==> src/rtl/alu_issue_if.sv <==
// Handshake and operand bus between decoder front end, the issue stage and execute.
// master = the side that offers instructions and consumes operands; slave = the issue stage.
interface alu_issue_if #(
    parameter int XLEN = 32
);
    logic            IN_VALID;
    logic            IN_READY;
    logic [31:0]     IR;
    logic [XLEN-1:0] PC;
    logic [XLEN-1:0] RS1_DATA;
    logic [XLEN-1:0] RS2_DATA;
    logic            OUT_VALID;
    logic            OUT_READY;
    logic [XLEN-1:0] srcA;
    logic [XLEN-1:0] srcB;
    logic [3:0]      ALU_SEL;
    logic            ILLEGAL;
    logic [XLEN-1:0] OUT_PC;

    modport master (
        output IN_VALID, IR, PC, RS1_DATA, RS2_DATA, OUT_READY,
        input  IN_READY, OUT_VALID, srcA, srcB, ALU_SEL, ILLEGAL, OUT_PC
    );

    modport slave (
        input  IN_VALID, IR, PC, RS1_DATA, RS2_DATA, OUT_READY,
        output IN_READY, OUT_VALID, srcA, srcB, ALU_SEL, ILLEGAL, OUT_PC
    );
endinterface

==> src/rtl/alu_issue_stage.sv <==
// RV32I decode/issue stage: builds ALU operands and op code, then holds them in a
// valid/ready register stage with an optional 2-entry skid buffer.
module alu_issue_stage #(
    parameter int XLEN    = 32,
    parameter bit SKID_EN = 1'b1
) (
    input  logic        i_clk,
    input  logic        i_rst_n,
    input  logic        i_flush,
    alu_issue_if.slave  s_if
);
    typedef struct packed {
        logic [XLEN-1:0] a;
        logic [XLEN-1:0] b;
        logic [XLEN-1:0] pc;
        logic [3:0]      sel;
        logic            ill;
    } entry_t;

    typedef enum logic [1:0] {
        ST_EMPTY = 2'd0,
        ST_ONE   = 2'd1,
        ST_FULL  = 2'd2
    } state_t;

    state_t          r_state;
    logic            r_in_ready;
    logic            r_out_valid;
    entry_t          r_main;
    entry_t          r_skid;
    entry_t          w_dec;
    logic [6:0]      w_opc;
    logic [2:0]      w_f3;
    logic [6:0]      w_f7;
    logic [XLEN-1:0] w_imm_i;
    logic [XLEN-1:0] w_imm_s;
    logic [XLEN-1:0] w_imm_u;
    logic [XLEN-1:0] w_shamt;
    logic            w_in_ready;
    logic            w_accept;
    logic            w_retire;

    assign w_opc   = s_if.IR[6:0];
    assign w_f3    = s_if.IR[14:12];
    assign w_f7    = s_if.IR[31:25];
    assign w_imm_i = XLEN'($signed(s_if.IR[31:20]));
    assign w_imm_s = XLEN'($signed({s_if.IR[31:25], s_if.IR[11:7]}));
    assign w_imm_u = XLEN'($signed({s_if.IR[31:12], 12'b0}));
    assign w_shamt = XLEN'(s_if.IR[24:20]);

    // Illegal encodings leave the all-zero default and only raise the flag.
    always_comb begin
        w_dec    = '0;
        w_dec.pc = s_if.PC;
        case (w_opc)
            7'b0110011: begin
                if (!s_if.IR[31] && (s_if.IR[29:25] == 5'b0) &&
                    (!s_if.IR[30] || w_f3 == 3'b000 || w_f3 == 3'b101)) begin
                    w_dec.a   = s_if.RS1_DATA;
                    w_dec.b   = s_if.RS2_DATA;
                    w_dec.sel = {s_if.IR[30], w_f3};
                end else begin
                    w_dec.ill = 1'b1;
                end
            end
            7'b0010011: begin
                case (w_f3)
                    3'b001: begin
                        if (w_f7 == 7'b0000000) begin
                            w_dec.a   = s_if.RS1_DATA;
                            w_dec.b   = w_shamt;
                            w_dec.sel = 4'b0001;
                        end else begin
                            w_dec.ill = 1'b1;
                        end
                    end
                    3'b101: begin
                        if (w_f7 == 7'b0000000 || w_f7 == 7'b0100000) begin
                            w_dec.a   = s_if.RS1_DATA;
                            w_dec.b   = w_shamt;
                            w_dec.sel = {s_if.IR[30], 3'b101};
                        end else begin
                            w_dec.ill = 1'b1;
                        end
                    end
                    default: begin
                        w_dec.a   = s_if.RS1_DATA;
                        w_dec.b   = w_imm_i;
                        w_dec.sel = {1'b0, w_f3};
                    end
                endcase
            end
            7'b0110111: begin
                w_dec.a   = w_imm_u;
                w_dec.sel = 4'b1001;
            end
            7'b0010111: begin
                w_dec.a = s_if.PC;
                w_dec.b = w_imm_u;
            end
            7'b0000011: begin
                w_dec.a = s_if.RS1_DATA;
                w_dec.b = w_imm_i;
            end
            7'b0100011: begin
                w_dec.a = s_if.RS1_DATA;
                w_dec.b = w_imm_s;
            end
            7'b1101111, 7'b1100111: begin
                w_dec.a = s_if.PC;
                w_dec.b = XLEN'(4);
            end
            default: w_dec.ill = 1'b1;
        endcase
    end

    // Without the skid buffer the ready path is combinational; the FSM never reaches FULL then.
    assign w_in_ready = SKID_EN ? r_in_ready : (!r_out_valid || s_if.OUT_READY);
    assign w_accept   = s_if.IN_VALID && w_in_ready;
    assign w_retire   = r_out_valid && s_if.OUT_READY;

    always_ff @(posedge i_clk or negedge i_rst_n) begin
        if (!i_rst_n) begin
            r_state     <= ST_EMPTY;
            r_in_ready  <= 1'b1;
            r_out_valid <= 1'b0;
            r_main      <= '0;
        end else if (i_flush) begin
            r_state     <= ST_EMPTY;
            r_in_ready  <= 1'b1;
            r_out_valid <= 1'b0;
        end else begin
            case (r_state)
                ST_EMPTY: begin
                    if (w_accept) begin
                        r_main      <= w_dec;
                        r_out_valid <= 1'b1;
                        r_state     <= ST_ONE;
                    end
                end
                ST_ONE: begin
                    if (w_accept && w_retire) begin
                        r_main <= w_dec;
                    end else if (w_accept) begin
                        r_state    <= ST_FULL;
                        r_in_ready <= 1'b0;
                    end else if (w_retire) begin
                        r_out_valid <= 1'b0;
                        r_state     <= ST_EMPTY;
                    end
                end
                ST_FULL: begin
                    if (w_retire) begin
                        r_main     <= r_skid;
                        r_in_ready <= 1'b1;
                        r_state    <= ST_ONE;
                    end
                end
                default: begin
                    r_state     <= ST_EMPTY;
                    r_in_ready  <= 1'b1;
                    r_out_valid <= 1'b0;
                end
            endcase
        end
    end

    // Skid copy is only read in FULL, which is entered exactly when it was just written.
    always_ff @(posedge i_clk) begin
        if (w_accept) begin
            r_skid <= w_dec;
        end
    end

    assign s_if.IN_READY  = w_in_ready;
    assign s_if.OUT_VALID = r_out_valid;
    assign s_if.srcA      = r_main.a;
    assign s_if.srcB      = r_main.b;
    assign s_if.ALU_SEL   = r_main.sel;
    assign s_if.ILLEGAL   = r_main.ill;
    assign s_if.OUT_PC    = r_main.pc;
endmodule

==> src/flat_wrapper.sv <==
// flat-port wrapper written by rule: the top's interface ports become plain ports
module alu_issue_stage_flat 
#(
    parameter int XLEN    = 32,
    parameter bit SKID_EN = 1'b1
)
  (i_clk, i_rst_n, i_flush, s_if_IN_VALID, s_if_IR, s_if_PC, s_if_RS1_DATA, s_if_RS2_DATA, s_if_OUT_READY, s_if_IN_READY, s_if_OUT_VALID, s_if_srcA, s_if_srcB, s_if_ALU_SEL, s_if_ILLEGAL, s_if_OUT_PC);
  alu_issue_if #(.XLEN(XLEN)) s_if_i ();
  input  logic i_clk;
  input  logic i_rst_n;
  input  logic i_flush;
  input wire logic [$bits(s_if_i.IN_VALID)-1:0] s_if_IN_VALID;
  input wire logic [$bits(s_if_i.IR)-1:0] s_if_IR;
  input wire logic [$bits(s_if_i.PC)-1:0] s_if_PC;
  input wire logic [$bits(s_if_i.RS1_DATA)-1:0] s_if_RS1_DATA;
  input wire logic [$bits(s_if_i.RS2_DATA)-1:0] s_if_RS2_DATA;
  input wire logic [$bits(s_if_i.OUT_READY)-1:0] s_if_OUT_READY;
  output wire logic [$bits(s_if_i.IN_READY)-1:0] s_if_IN_READY;
  output wire logic [$bits(s_if_i.OUT_VALID)-1:0] s_if_OUT_VALID;
  output wire logic [$bits(s_if_i.srcA)-1:0] s_if_srcA;
  output wire logic [$bits(s_if_i.srcB)-1:0] s_if_srcB;
  output wire logic [$bits(s_if_i.ALU_SEL)-1:0] s_if_ALU_SEL;
  output wire logic [$bits(s_if_i.ILLEGAL)-1:0] s_if_ILLEGAL;
  output wire logic [$bits(s_if_i.OUT_PC)-1:0] s_if_OUT_PC;
  assign s_if_i.IN_VALID = s_if_IN_VALID;
  assign s_if_i.IR = s_if_IR;
  assign s_if_i.PC = s_if_PC;
  assign s_if_i.RS1_DATA = s_if_RS1_DATA;
  assign s_if_i.RS2_DATA = s_if_RS2_DATA;
  assign s_if_i.OUT_READY = s_if_OUT_READY;
  assign s_if_IN_READY = s_if_i.IN_READY;
  assign s_if_OUT_VALID = s_if_i.OUT_VALID;
  assign s_if_srcA = s_if_i.srcA;
  assign s_if_srcB = s_if_i.srcB;
  assign s_if_ALU_SEL = s_if_i.ALU_SEL;
  assign s_if_ILLEGAL = s_if_i.ILLEGAL;
  assign s_if_OUT_PC = s_if_i.OUT_PC;
  alu_issue_stage #(.XLEN(XLEN), .SKID_EN(SKID_EN)) u_core (.i_clk(i_clk), .i_rst_n(i_rst_n), .i_flush(i_flush), .s_if(s_if_i));
endmodule
==> config.mk <==
export PLATFORM = sky130hd
export DESIGN_NAME = alu_issue_stage_flat
export DESIGN_NICKNAME = d
export VERILOG_FILES = /design/src/rtl/alu_issue_if.sv /design/src/rtl/alu_issue_stage.sv /design/src/flat_wrapper.sv
export SDC_FILE = /design/constraint.sdc
export NUM_CORES = 1
export LEC_CHECK = 0
export CORE_MARGIN = 2
export CORE_UTILIZATION = 26
export CTS_CLUSTER_SIZE = 28
export DETAILED_ROUTE_END_ITERATION = 16
export GPL_TIMING_DRIVEN = 1
export HOLD_SLACK_MARGIN = 0.12
export PLACE_DENSITY = 0.55
export SYNTH_ARGS = -nofsm -noshare
export SYNTH_HDL_FRONTEND = slang
export SYNTH_SLANG_ARGS = --single-unit
export TNS_END_PERCENT = 50
==> constraint.sdc <==
create_clock -name i_clk -period 3.3 [get_ports i_clk]
set_clock_uncertainty 0.2 [all_clocks]
set_input_delay 0.99 -clock i_clk [delete_from_list [all_inputs] [get_ports i_clk]]
set_output_delay 0.99 -clock i_clk [all_outputs]
set_load 0.01 [all_outputs]
After elaboration in Yosys (flattened, before gate mapping)
Index checks and enable logic that the tools add are counted.

Flip-flop bits (word level): 206. Latch bits: 0. Bits in writable memories: 0. ROM bits: 0. Bits of input ports: 133. Output and inout bits: 103. Word-level logic and storage cells: 100. Memories: 0.

Add/sub/neg operators: 0. Multipliers: 0. Div/mod/pow operators: 0. Order comparisons: 0. Eq/ne operators: 25. Shifts and indexed selects: 0. Mux-type cells: 38. Bitwise operators: 1. Reduce and logical (&&, ||, !) cells: 23.

Operators with widths (count): two-way mux 101 bit (3); case mux 101 bit (3 select lines) (1); two-way mux 64 bit (3); case mux 32 bit (6 select lines) (1); case mux 32 bit (5 select lines) (1); case mux 64 bit (2 select lines) (1); equality test 7 x 6 -> 1 bit (second input constant) (4); equality test 7 x 5 -> 1 bit (second input constant) (2); equality test 7 bit (second input constant) (2); two-way mux 1 bit (13); two-way mux 2 bit (6); inequality test 3 x 2 -> 1 bit (second input constant) (4); case mux 4 bit (3 select lines) (1); AND reduction 5 bit (2); case mux 1 bit (3 select lines) (3); two-way mux 4 bit (2); case mux 4 bit (2 select lines) (1); AND reduction 4 bit (2); equality test 7 x 2 -> 1 bit (second input constant) (1); zero test 7 bit (1); inequality test 2 x 1 -> 1 bit (second input constant) (3); inequality test 3 bit (second input constant) (2); case mux 2 bit (3 select lines) (1); OR reduction 6 bit (1); other kinds (17) (26).

Depth between registers and ports, before layout
Gate-level depths: netlist (run 1).

Depth after elaboration: 8. Mapped depth: 8. Gate-level depth less buffers: 5.

Worst setup path after synthesis (run 1)
Ideal clock, no wire load.

Kind: in2reg. From: input s_if_IN_VALID. To: register u_core.r_state[0]. Library setup time: 0.072 ns. Data arrival time: 3.534 ns. Required time: 3.028 ns. Slack: -0.506 ns. Stages: 5. Buffers on the path: 0. Cell sequence: nand2_1 -> inv_1 -> a21oi_1 -> o22a_1 -> nor2_1.

Word-level cells in the longest chain between the ends: 5. Elaborated cells on any way between the ends: 10. Those cells by class: eq/ne (3); mux (4); reduce/logical (3).

Ends and longest elaborated chain: start: declaration (RTL line flat_wrapper.sv:12) `input wire logic [$bits(s_if_i.IN_VALID)-1:0] s_if_IN_VALID;`; logical AND 1 bit * (RTL line alu_issue_stage.sv:119) `assign w_accept = s_if.IN_VALID && w_in_ready;`; net u_core.w_accept (RTL line alu_issue_stage.sv:40) `logic w_accept;`; two-way mux 2 bit (RTL line alu_issue_stage.sv:144) `end else if (w_accept) begin`; two-way mux 2 bit (RTL line alu_issue_stage.sv:142) `if (w_accept && w_retire) begin`; case mux 2 bit (3 select lines) (RTL line alu_issue_stage.sv:133) `case (r_state)`; two-way mux 2 bit (RTL line alu_issue_stage.sv:128) `end else if (i_flush) begin`; end signal: assignment (RTL line alu_issue_stage.sv:129) `r_state <= ST_EMPTY;`; end signal: assignment (RTL line alu_issue_stage.sv:138) `r_state <= ST_ONE;`; end signal: assignment (RTL line alu_issue_stage.sv:145) `r_state <= ST_FULL;`; end: declaration (RTL line alu_issue_stage.sv:26) `state_t r_state;`.

The timed path passes the listed nets; every way through them passes the cells marked *. The select of a mux whose other input is x is not followed. A chain may end at the register's enable or synchronous reset.

Final worst setup path (run 1)
From: input s_if_IR[25]. To: register u_core.r_main (netlist bit u_core.s_if.srcA[10]).

Word-level cells in the longest chain between the ends: 7. Elaborated cells on any way between the ends: 14. Those cells by class: eq/ne (1); mux (8); reduce/logical (5).

Ends and longest elaborated chain: start: declaration (RTL line flat_wrapper.sv:13) `input wire logic [$bits(s_if_i.IR)-1:0] s_if_IR;`; equality test 7 x 6 -> 1 bit, or another cell as far along (RTL line alu_issue_stage.sv:78) `if (w_f7 == 7'b0000000 || w_f7 == 7'b0100000) begin`; logical OR 1 bit / logical AND 1 bit (equally long branches) (RTL line alu_issue_stage.sv:78, alu_issue_stage.sv:57); two-way mux 64 bit / logical AND 1 bit (equally long branches) (RTL line alu_issue_stage.sv:78, alu_issue_stage.sv:57); case mux 64 bit (2 select lines) / two-way mux 64 bit (equally long branches) (RTL line alu_issue_stage.sv:67, alu_issue_stage.sv:57); case mux 32 bit (5 select lines) * (RTL line alu_issue_stage.sv:55) `case (w_opc)`; two-way mux 101 bit, on equally long branches (RTL line alu_issue_stage.sv:142, alu_issue_stage.sv:135); case mux 101 bit (3 select lines) * (RTL line alu_issue_stage.sv:133); end signal: assignment (RTL line alu_issue_stage.sv:136) `r_main <= w_dec;`; end signal: assignment (RTL line alu_issue_stage.sv:143) `r_main <= w_dec;`; end signal: assignment (RTL line alu_issue_stage.sv:154) `r_main <= r_skid;`; end: declaration (RTL line alu_issue_stage.sv:29) `entry_t r_main;`.

Mark *: on every way between the ends. The rest lies on a longest branch, timed or not. The select of a mux whose other input is x is not followed.

==> results.md, run 1 <==
- The run finished with clean final reports.
- The number of I/O pins is between 200 and 250.
- The number of nets handed over by synthesis was 1,001.
- The post-CTS repair timing setup buffer count is 0.
- The remaining max-slew budget at the tightest pin is about a third.
- Averaged over all synthesized cells, the footprint is between 10 and 15 um^2.
- The die is slightly below 200 um tall.
- The core footprint is roughly 37,000 um^2.
- Summing the sequential cell areas from Yosys gives between 50% and 60% of the chip area.
- The leakage power summed over all cells is ~0.0055 uW.
- The number of CTS-inserted buffers is 25.
- At the end of the flow, the number of nets in the layout was 1,270.
- The area taken by multi-input logic gates is roughly 3700 um^2.
- Once placement completed, the tool counted placed cells totaling approximately 1,600.
- The count of cells in the finished layout, fillers not included, comes to 1,627.
- Timing would allow up to 331 MHz.
- Summing all flip-flop and latch instances after layout gives around 5700 um^2.
- The global placer's final weighted congestion is about 0.81.
- Power spread over the standard cell area amounts to approximately 570 nW/um^2.
- The post-synthesis adder-cell area fraction is 0%.
- The number of global-route vias before repair came to 8,020.
- The async set-reset flop share out of synthesis is ~50%.
- The library cells used most frequently in the layout, excluding fill and tap cells, are sky130_fd_sc_hd__clkdlybuf4s50_1 (233), sky130_fd_sc_hd__nand2_1 (137), sky130_fd_sc_hd__dfrtp_1 (104).
- The endpoint class of the critical path is a flip-flop.
- The synthesized netlist devotes between 15 and 20% of its cell area to compound gates.
- The number of storage elements in the synthesis netlist is 206.
- Ranked by total cell area, the synthesized netlist is headed by sky130_fd_sc_hd__edfxtp_1 (31%), sky130_fd_sc_hd__dfrtp_1 (27%), sky130_fd_sc_hd__nand2_1 (5.3%), sky130_fd_sc_hd__mux2i_1 (5.1%), sky130_fd_sc_hd__a31oi_1 (4.1%).
- The portion of the clock cycle consumed by the worst path in the final layout is between 90 and 100%.
- Leaving out fill and tap cells, the most frequent cell in the layout is sky130_fd_sc_hd__clkdlybuf4s50_1.
- The worst setup path is of the in -> reg kind.
- The max-cap check violation count is 0.
- Synthesis handed over a netlist of 868 instances.
- The final number of hold-violating endpoints is 0.
- Input and output buffers added on the ports amount to between 200 and 250.
- In this run the biggest area consumer among cell types represents 31.2% of the synthesized area.
- The distinct cell type count of the synthesized netlist is 63.
- Summing the areas of all xor and xnor instances in the mapped netlist gives less than 1% of the synthesized area.
- The TritonCTS clock tree is built.
- The floorplan step defined a die boundary enclosing 38,900 um^2.
- STA puts the critical path data required time at 3.54 ns.
- Entering global routing, the biggest net connects 80 pins.
- Global routing finished with a remaining overflow of 0.
- Setup violations remaining at the end of the flow were counted as 0.
- Setup repair after global routing left no endpoint under its margin.
- Across the VDD grid, the largest voltage drop is between 0.0003 and 0.0004 V.
- Data on the critical path arrives at its endpoint at between 3 and 4 ns.
- The horizontal die dimension is between 150 and 200 um.
- In this run the deepest clock path goes through 3 buffers.
- The clock net in this run drives a total of 206 sinks.
- The number of remaining DRC errors is 0.
- Total power for the finished layout comes to ~8000 uW.
- The number of enable-type register cells in the synthesized netlist is about 100.
- The combined global-route utilization of all metal layers is 17.7%.
- The count of yosys warnings during synthesis is 0.
- After clock tree synthesis, the repair step resized 0 gates.
- The number of hold-repair buffers added at the cts stage is 0.
- The starting utilization of the core area is a little over a quarter.
- The number of cells on the worst reg-to-reg path is 5.
- Fill cells in the final layout number between 3,000 and 4,000.
- The wire length per cell after detailed routing is 21.4 um.
- The cell at the root of the clock tree is sky130_fd_sc_hd__clkbuf_16.
- After legalization and detailed placement, the total HPWL measured roughly 24,000 um.
- The via density per instance is around 5.0.
- Summing over every cut layer, the via total after detailed routing is around 8,000.
- The remaining antenna violation count is 0.
- The transition time of the tightest slew-check pin is approximately 1 ns.
- The total length of routed wires is 34,900 um.
- The worst path needs ~3.0 ns of the cycle, external delays included.
- The number of DRC markers in iteration 0 is around 420.
- Clock-pin slew was measured on the worst setup and hold paths at ~0.060 ns.
- The relative area change from synthesis to final layout is 45.1%.
- The first-pass GRT wire length is 51,700 um.
- The number of levels the H-tree was split into is 1.
- The largest driver fanout on the critical path is 13.
- The leading area contributor after synthesis is sky130_fd_sc_hd__edfxtp_1.
- The first-pass detailed-route iteration total is 5.
- The post-route netlist has ~14% of its cells at a drive strength greater than 1.
- The multiplexer fraction of the synthesized cell area is 5.05%.
- After floorplanning, the core was divided into 70 placement rows.
- The dominant synthesized flop cell is sky130_fd_sc_hd__dfrtp_1.
- The worst hold-check path type is in -> async.
- After Yosys synthesis, and, or, nand and nor cells account for ~15% of the synthesized area.
- The clock reaches the later pin of the worst-skew pair after between 0.5 and 0.6 ns.
- The post-route worst hold slack is approximately 0.17 ns.
- The main combinational cell family by area after synthesis is compound AO/OA/AOI/OAI gates.
- The initial antenna violation count came to 8.
- The kind of launch point of the worst setup path is a primary input.
- The final-report max-slew violation count is 0.
- After synthesis the cells add up to between 9000 and 10,000 um^2.
[cell usage after synthesis (all sizes together), types with 2 or more instances]
cell      n
nand2   137
dfrtp   104
edfxtp  101
nor2     76
a31oi    64
clkbuf   55
mux2i    49
nand2b   36
o31ai    32
a21oi    30
nor3     26
a211oi   22
a22oi    20
a221o    16
buf      16
a22o     14
and3     13
o21ai     6
inv       5
nor2b     4
nor4      3
a211o     2
a21boi    2
and2      2
and4      2
nand3     2
nand3b    2
nand4     2
or2       2
or4       2
[path summary, 6_finish.rpt]
kind	to	slack [ns]	startpoint
worst max-delay path	u_core.s_if.srcA[10]$_DFFE_PN0P_	0.28	s_if_IR[25]
worst min-delay path	u_core.s_if.srcB[6]$_DFFE_PN0P_	0.17	i_rst_n
worst max register to register	u_core.s_if.srcA[19]$_DFFE_PN0P_	1.08	u_core.r_state[1]$_DFFE_PN0P_
worst min register to register	u_core.s_if.srcB[7]$_DFFE_PN0P_	0.32	u_core.s_if.srcB[7]$_DFFE_PN0P_
max in group asynchronous	u_core.s_if.OUT_PC[19]$_DFFE_PN0P_	2.05	i_rst_n
min in group i_clk	u_core.s_if.srcB[7]$_DFFE_PN0P_	0.32	u_core.s_if.srcB[7]$_DFFE_PN0P_
[cell families (layout without fill, tap and decap cells)]
family,Yosys count,after routing
compound gates,222,222
xor+xnor,1,1
buf+inv,76,364
flops,206,206
mux,49,49
other cells,0,3
simple gates,314,314
[where the power goes]
group          internal (uW)  switching (uW)  total (uW)
Clock                   1570            1100        2670
Sequential              3130             239        3370
Combinational           1070             904        1970
[flip-flops by register name (all words and copies together), names as in the netlist]
signal	flops
u_core.r_state	2
u_core.s_if.ILLEGAL	1
u_core.s_if.OUT_VALID	1
u_core.s_if.srcB	32
u_core.s_if.IN_READY	1
u_core.r_skid	101
u_core.s_if.OUT_PC	32
u_core.s_if.ALU_SEL	4
u_core.s_if.srcA	32
[metrics by stage]
step | TNS (ns) | setup slack [ns] | area (um^2) | util [%]
after floorplan | 0 | 0.0586 | 9710 | -
after global routing | 0 | 0.217 | 14100 | 38.4
after detailed placement | -17.81 | -0.239 | 13300 | 36.2
after global placement | -12.43 | -0.176 | 13300 | 36.2
final | 0 | 0.278 | 14100 | 38.4
after CTS | 0 | 0.282 | 14100 | 38.4
[metal layers]
layer	GRT usage, %	up-vias	share of wire, %
met3	3.86	53	6.9
met5	0	-	0.23
met2	27.7	263	46
met1	24.3	3986	45
met4	5.79	12	2.5
li1	-	3776	-
[critical path, stage by stage]
cell	delay [ns]
sky130_fd_sc_hd__clkdlybuf4s50_1	0.43
sky130_fd_sc_hd__or4_4	0.57
sky130_fd_sc_hd__o41a_1	0.43
sky130_fd_sc_hd__nor4_4	0.19
sky130_fd_sc_hd__buf_4	0.21
sky130_fd_sc_hd__buf_12	0.17
sky130_fd_sc_hd__o31ai_2	0.08
sky130_fd_sc_hd__a31oi_1	0.19
[layout make-up]
cell class	instances	area share, %
inverter	5	0.160
antenna	3	0.0533
sequential	206	40.2
timing repair buffer	313	23.5
tap	468	4.16
clock inverter	10	0.604
multi-input combinational	586	26.3
clock buffer	36	5.02
Note: power is estimated with default switching activity, not from simulation.
==> run 2, diff against run 1 <==
Settings changed: SLEW_MARGIN from default to 20.
==> results of run 2 <==
Same layout as run 1: the final DEF is identical, and so are final timing and power.
